==> src/rtl/flop_fifo_pkg.sv <==
// flop_fifo_pkg: shared defaults and width helper for the flip-flop FIFO
package flop_fifo_pkg;
  localparam int DEPTH_DEF = 8;
  localparam int BITS_DEF = 16;
  function automatic int clog2_min1(input int v);
    return (v <= 2) ? 1 : $clog2(v);
  endfunction
endpackage

==> src/rtl/flop_fifo_ptr.sv <==
// flop_fifo_ptr: wrapping pointer counter, 0..depth-1, async active-low reset
module flop_fifo_ptr
  import flop_fifo_pkg::*;
#(
  parameter int depth = DEPTH_DEF
) (
  input  logic                         clk,
  input  logic                         rst,
  input  logic                         inc,
  output logic [clog2_min1(depth)-1:0] ptr
);
  localparam int PW = clog2_min1(depth);
  localparam logic [PW-1:0] LAST = PW'(depth - 1);
  always_ff @(posedge clk or negedge rst)
    if (!rst) ptr <= '0;
    else if (inc) ptr <= (ptr == LAST) ? '0 : ptr + PW'(1);
endmodule

==> src/rtl/flop_fifo.sv <==
// flop_fifo: FWFT synchronous FIFO on a register array with full/pndng flags.
// Define FLOP_FIFO_COUNT_EN to expose occupancy (count) and a sticky overflow flag (ovf).
module flop_fifo
  import flop_fifo_pkg::*;
#(
  parameter int depth = DEPTH_DEF,
  parameter int bits  = BITS_DEF
) (
  input  logic            clk,
  input  logic            rst,
  input  logic [bits-1:0] Din,
  input  logic            push,
  input  logic            pop,
  output logic [bits-1:0] Dout,
  output logic            full,
  output logic            pndng
`ifdef FLOP_FIFO_COUNT_EN
  ,
  output logic [clog2_min1(depth+1)-1:0] count,
  output logic                           ovf
`endif
);
  localparam int PW = clog2_min1(depth);
  localparam int CW = clog2_min1(depth + 1);
  logic [PW-1:0] w_wr, w_rd;
  logic [CW-1:0] r_count;
  logic [bits-1:0] r_mem [depth];
  logic w_push_ok, w_pop_ok;
  assign full      = r_count == CW'(depth);
  assign pndng     = r_count != '0;
  // a pop frees the slot in the same edge, so a push is accepted even when full
  assign w_push_ok = push & (~full | pop);
  assign w_pop_ok  = pop & pndng;
  assign Dout      = pndng ? r_mem[w_rd] : '0;
  flop_fifo_ptr #(.depth(depth)) u_wr (.clk(clk), .rst(rst), .inc(w_push_ok), .ptr(w_wr));
  flop_fifo_ptr #(.depth(depth)) u_rd (.clk(clk), .rst(rst), .inc(w_pop_ok), .ptr(w_rd));
  always_ff @(posedge clk or negedge rst)
    if (!rst) for (int i = 0; i < depth; i++) r_mem[i] <= '0;
    else if (w_push_ok) r_mem[w_wr] <= Din;
  always_ff @(posedge clk or negedge rst)
    if (!rst) r_count <= '0;
    else if (w_push_ok != w_pop_ok) r_count <= w_push_ok ? r_count + CW'(1) : r_count - CW'(1);
`ifdef FLOP_FIFO_COUNT_EN
  logic r_ovf;
  assign count = r_count;
  assign ovf   = r_ovf;
  always_ff @(posedge clk or negedge rst)
    if (!rst) r_ovf <= 1'b0;
    else if (push & ~w_push_ok) r_ovf <= 1'b1;
`endif
endmodule

==> config.mk <==
export PLATFORM = sky130hd
export DESIGN_NAME = flop_fifo
export DESIGN_NICKNAME = d
export VERILOG_FILES = /design/src/rtl/flop_fifo_pkg.sv /design/src/rtl/flop_fifo_ptr.sv /design/src/rtl/flop_fifo.sv
export SDC_FILE = /design/constraint.sdc
export NUM_CORES = 1
export LEC_CHECK = 0
export CAP_MARGIN = 15
export CORE_UTILIZATION = 53
export DETAILED_ROUTE_END_ITERATION = 12
export PLACE_DENSITY = 0.82
export SLEW_MARGIN = 20
export SYNTH_ARGS = -nofsm -noshare
export SYNTH_HDL_FRONTEND = slang
export SYNTH_SLANG_ARGS = --single-unit
export TNS_END_PERCENT = 50
==> constraint.sdc <==
create_clock -name clk -period 5.6 [get_ports clk]
set_clock_uncertainty 0.15 [all_clocks]
set_input_delay 1.12 -clock clk [delete_from_list [all_inputs] [get_ports clk]]
set_output_delay 1.12 -clock clk [all_outputs]
set_load 0.1 [all_outputs]
==> metrics.txt <==
# TYPE chip_impl_metric gauge
chip_impl_metric{name="antenna_violation_net_count_after_detailed_routing",unit=""} 0
chip_impl_metric{name="grt_overflow",unit=""} 0
chip_impl_metric{name="max_slew.worst_pin.slew",unit="ns"} 1.124
chip_impl_metric{name="period_needed",unit="ns"} 4.613
chip_impl_metric{name="cts_hold_buf",unit=""} 0
chip_impl_metric{name="worstPathMaxFanout",unit=""} 21
chip_impl_metric{name="ctsLongestPathBuffers",unit=""} 2
chip_impl_metric{name="start_util",unit=""} 0.5469
chip_impl_metric{name="worstPathRequired",unit="ns"} 4.33
chip_impl_metric{name="die_area",unit="um^2"} 12900
chip_impl_metric{name="post-cts-setup-buffers",unit=""} 0
chip_impl_metric{name="m1WireLength",unit="mm"} 5.719
chip_impl_info{name="post-synth-top-area-cell",value="dfrtp_1"} 1
chip_impl_metric{name="cp_data_arrival_time",unit="ns"} 3.34
chip_impl_metric{name="top_level_ports",unit=""} 38
chip_impl_metric{name="cp.depth",unit=""} 5
chip_impl_metric{name="gpl.final_weighted_congestion",unit=""} 0.7272
chip_impl_metric{name="clock_pin_slew_on_the_worst_setup_and_hold_paths",unit="ns"} 0.06
chip_impl_info{name="critical_path.reg2reg.startpoint",value="r_count[0]$_DFFE_PN0P_"} 1
chip_impl_info{name="dr.max_layer_used",value="met4"} 1
chip_impl_info{name="rsz0062_at_grt",value="false"} 1
chip_impl_info{name="timing.critical_path.max_delay_family",value="buffers and inverters"} 1
chip_impl_metric{name="fmax",unit="MHz"} 216.8
chip_impl_metric{name="clock_latency",unit="ns"} 0.41
chip_impl_metric{name="final_layout_size_suffix_gt1_frac",unit=""} 0.4289
chip_impl_info{name="tritoncts",value="done"} 1
chip_impl_info{name="critPathCaptureType",value="primary output"} 1
chip_impl_metric{name="ctsResizeCount",unit=""} 0
chip_impl_metric{name="antenna_found_initial",unit=""} 0
chip_impl_metric{name="reg2regPathDepth",unit=""} 4
chip_impl_metric{name="slew-limit-headroom",unit=""} 0.2510
chip_impl_metric{name="die_w",unit="um"} 113.6
chip_impl_metric{name="post_layout_nonfiller_instances",unit=""} 653
chip_impl_metric{name="fp.coreArea",unit="um^2"} 12060
chip_impl_metric{name="worst_path_largest_cell_delay",unit="ns"} 0.97
chip_impl_metric{name="cts_inserted_buffers",unit=""} 17
chip_impl_info{name="timing_worst_setup_path_type",value="reg2out"} 1
chip_impl_metric{name="n_antenna_cell",unit=""} 0
chip_impl_metric{name="dr_wl_met2",unit="mm"} 6.984
chip_impl_metric{name="cell_total_after_placement",unit=""} 621
chip_impl_metric{name="reg_to_reg_slack_setup",unit="ns"} 2.73
chip_impl_metric{name="ys_seq_area_frac",unit=""} 0.5235
chip_impl_metric{name="grt_pass1_vias",unit=""} 4252
chip_impl_metric{name="grt_max_degree",unit=""} 58
chip_impl_info{name="r2r_end",value="r_mem[80]$_DFFE_PN0P_"} 1
chip_impl_info{name="timing.critical_path.from_type",value="register"} 1
chip_impl_metric{name="syn_avg_cell_area",unit="um^2"} 15.23
chip_impl_metric{name="fillerInstances",unit=""} 833
chip_impl_info{name="critical_path.cell_chain",value="buf_4, mux4_2, mux2i_1, nor2_1, clkdlybuf4s50_1"} 1
chip_impl_info{name="status",value="finished, final reports clean"} 1
chip_impl_metric{name="place_hpwl",unit="mm"} 8.203
chip_impl_metric{name="final.period_utilization",unit=""} 0.8237
chip_impl_metric{name="met3_routed_length",unit="um"} 571
chip_impl_metric{name="groute.usage.overall",unit=""} 0.2369
chip_impl_metric{name="detail_route.iter0.violations",unit=""} 240
chip_impl_metric{name="synth-seq-cells",unit=""} 138
chip_impl_metric{name="finish.net_count",unit=""} 499
chip_impl_metric{name="finalHoldViolCount",unit=""} 0
chip_impl_metric{name="rows",unit=""} 40
chip_impl_metric{name="io_buffers",unit=""} 37
chip_impl_metric{name="finalWirelength",unit="mm"} 13.63
chip_impl_info{name="hp-class",value="reg2reg"} 1
chip_impl_info{name="hold_path_startpoint",value="r_mem[89]$_DFFE_PN0P_"} 1
chip_impl_metric{name="total_via_count_after_detailed_routing",unit=""} 3823
chip_impl_metric{name="final-setup-viol-count",unit=""} 0
chip_impl_metric{name="synth.lib_cells_used.distinct",unit=""} 39
chip_impl_metric{name="remaining_drc_errors",unit=""} 0
chip_impl_metric{name="avgViaCountPerCell",unit=""} 5.855
chip_impl_metric{name="dieHeight",unit="um"} 113.6
chip_impl_info{name="clk_root_buf",value="clkbuf_16"} 1
chip_impl_metric{name="worst_hold_path.num_cells",unit=""} 1
chip_impl_metric{name="maxCapViolCount",unit=""} 0
chip_impl_metric{name="tritoncts_num_sinks",unit=""} 138
chip_impl_info{name="hold_end",value="r_mem[89]$_DFFE_PN0P_"} 1
chip_impl_metric{name="netlist.area_leader.share",unit=""} 0.5235
chip_impl_metric{name="crit_buf_inv",unit=""} 2
chip_impl_metric{name="timing.final.max_slew_violations",unit=""} 0
chip_impl_metric{name="grt_pass1_wl",unit="mm"} 22.63
chip_impl_info{name="cpMaxStageDelayCell",value="clkdlybuf4s50_1"} 1
chip_impl_metric{name="area.growth.synth_to_final",unit="%"} 17.03
chip_impl_metric{name="detail_route.first_pass.iterations",unit=""} 4
chip_impl_metric{name="syn_nets",unit=""} 460
chip_impl_metric{name="post_synth_instance_area",unit="um^2"} 6596
chip_impl_metric{name="post_drt_wl_per_cell",unit="um"} 20.87
chip_impl_info{name="synth_top_cells_by_area",value="dfrtp_1 52%, mux2_2 19%, mux4_2 11%"} 1
chip_impl_metric{name="synthesis_warning_total",unit=""} 0
chip_impl_metric{name="finalSetupTns",unit="ns"} 0
chip_impl_metric{name="synth_cells",unit=""} 433
chip_impl_metric{name="cts-htree-levels",unit=""} 4
==> flip-flops by register name, indices dropped and copies added, names as in the netlist <==
| signal | cells |
|---|---|
| r_mem | 128 |
| u_wr.ptr | 3 |
| u_rd.ptr | 3 |
| r_count | 4 |
==> synthesized netlist by cell type (all sizes together) <==
master / number
mux2: 129
o2111ai: 1
nand3: 1
nand2b: 4
a21oi: 1
xor2: 1
o32ai: 1
nand3b: 3
o31a: 1
buf: 18
nand4b: 3
xnor2: 1
o221ai: 1
mux4: 32
ha: 6
fa: 1
mux2i: 20
or3: 1
nor2: 22
o21ai: 2
clkbuf: 11
dfrtp: 138
a21o: 3
nor2b: 3
o41ai: 1
nor3: 3
o22ai: 1
nand2: 11
or4b: 2
inv: 5
a31oi: 3
nand4: 2
o21a: 1
==> routing by layer <==
metal / track usage / up-vias
met5: 0 / -
met4: 0.1026 / 0
met3: 0.05473 / 27
met2: 0.3980 / 82
met1: 0.2955 / 2022
li1: - / 1692
==> metrics by stage <==
stage / hold slack (ns) / util / instance area (um^2) / setup WS [ns]
after floorplan: 0.3239 / - / 6596 / 1.546
after global placement: 0.3314 / 0.5891 / 7106 / 1.418
after detailed placement: 0.3371 / 0.5891 / 7106 / 1.427
after CTS: 0.3496 / 0.6394 / 7712 / 0.9290
after global routing: 0.3622 / 0.6400 / 7720 / 0.8252
final: 0.3500 / 0.6400 / 7720 / 0.9874
==> kinds of logic (layout without fill, tap and decap cells) <==
family                   after synthesis  count (layout)  synth area share
AO/OA/AOI/OAI                         16              16           0.01840
flip-flops                           138             138            0.5235
multiplexers                         181             181            0.3712
XOR/XNOR                               2               2          0.002656
buffers and inverters                 34              86           0.02750
adder cells (fa/ha/maj)                7               7           0.01442
AND/OR/NAND/NOR                       55              55           0.04230
==> layout make-up <==
class,count,area [um^2],share of cell area
flip-flops and latches,138,3455,0.4475
multi-input cells,261,2969,0.3846
clock buffers,22,464.2,0.06013
repair buffers,49,457.9,0.05932
well taps,168,210.2,0.02723
clock inverters,10,142.6,0.01848
inverters,5,21.27,0.002755
==> placed cells by master, fill, tap and decap left out, types with 2 or more instances in the layout <==
cell / count
clkbuf_16: 17
clkdlybuf4s50_1: 36
nand2_1: 11
nor2b_1: 3
nand4b_1: 3
nand3b_1: 3
clkbuf_1: 3
mux2i_1: 20
bufinv_16: 3
dfrtp_1: 137
a31oi_1: 3
mux2_4: 20
a21o_1: 3
nor3_1: 3
clkbuf_8: 2
nand4_1: 2
nand2b_1: 4
clkinv_4: 4
mux2_2: 109
o21ai_0: 2
nor2_1: 22
ha_1: 6
buf_4: 13
inv_1: 4
mux4_2: 32
clkinv_2: 2
==> worst max-delay path by stage <==
| stage | startpoint | to | slack (ns) |
|---|---|---|---|
| 2_1_floorplan | u_rd.ptr[0]$_DFFE_PN0P_ | Dout[10] | 1.55 |
| 3_3_place_gp | u_rd.ptr[0]$_DFFE_PN0P_ | Dout[1] | 1.42 |
| 3_5_place_dp | u_rd.ptr[0]$_DFFE_PN0P_ | Dout[1] | 1.43 |
| 4_1_cts | u_rd.ptr[0]$_DFFE_PN0P_ | Dout[10] | 0.93 |
| 5_1_grt | u_rd.ptr[0]$_DFFE_PN0P_ | Dout[10] | 0.83 |
| 6_report | u_rd.ptr[0]$_DFFE_PN0P_ | Dout[10] | 0.99 |
Power is left out: the tool's default activity adds up to more than one toggle a clock period on the data nets, which glitch-free logic cannot reach.
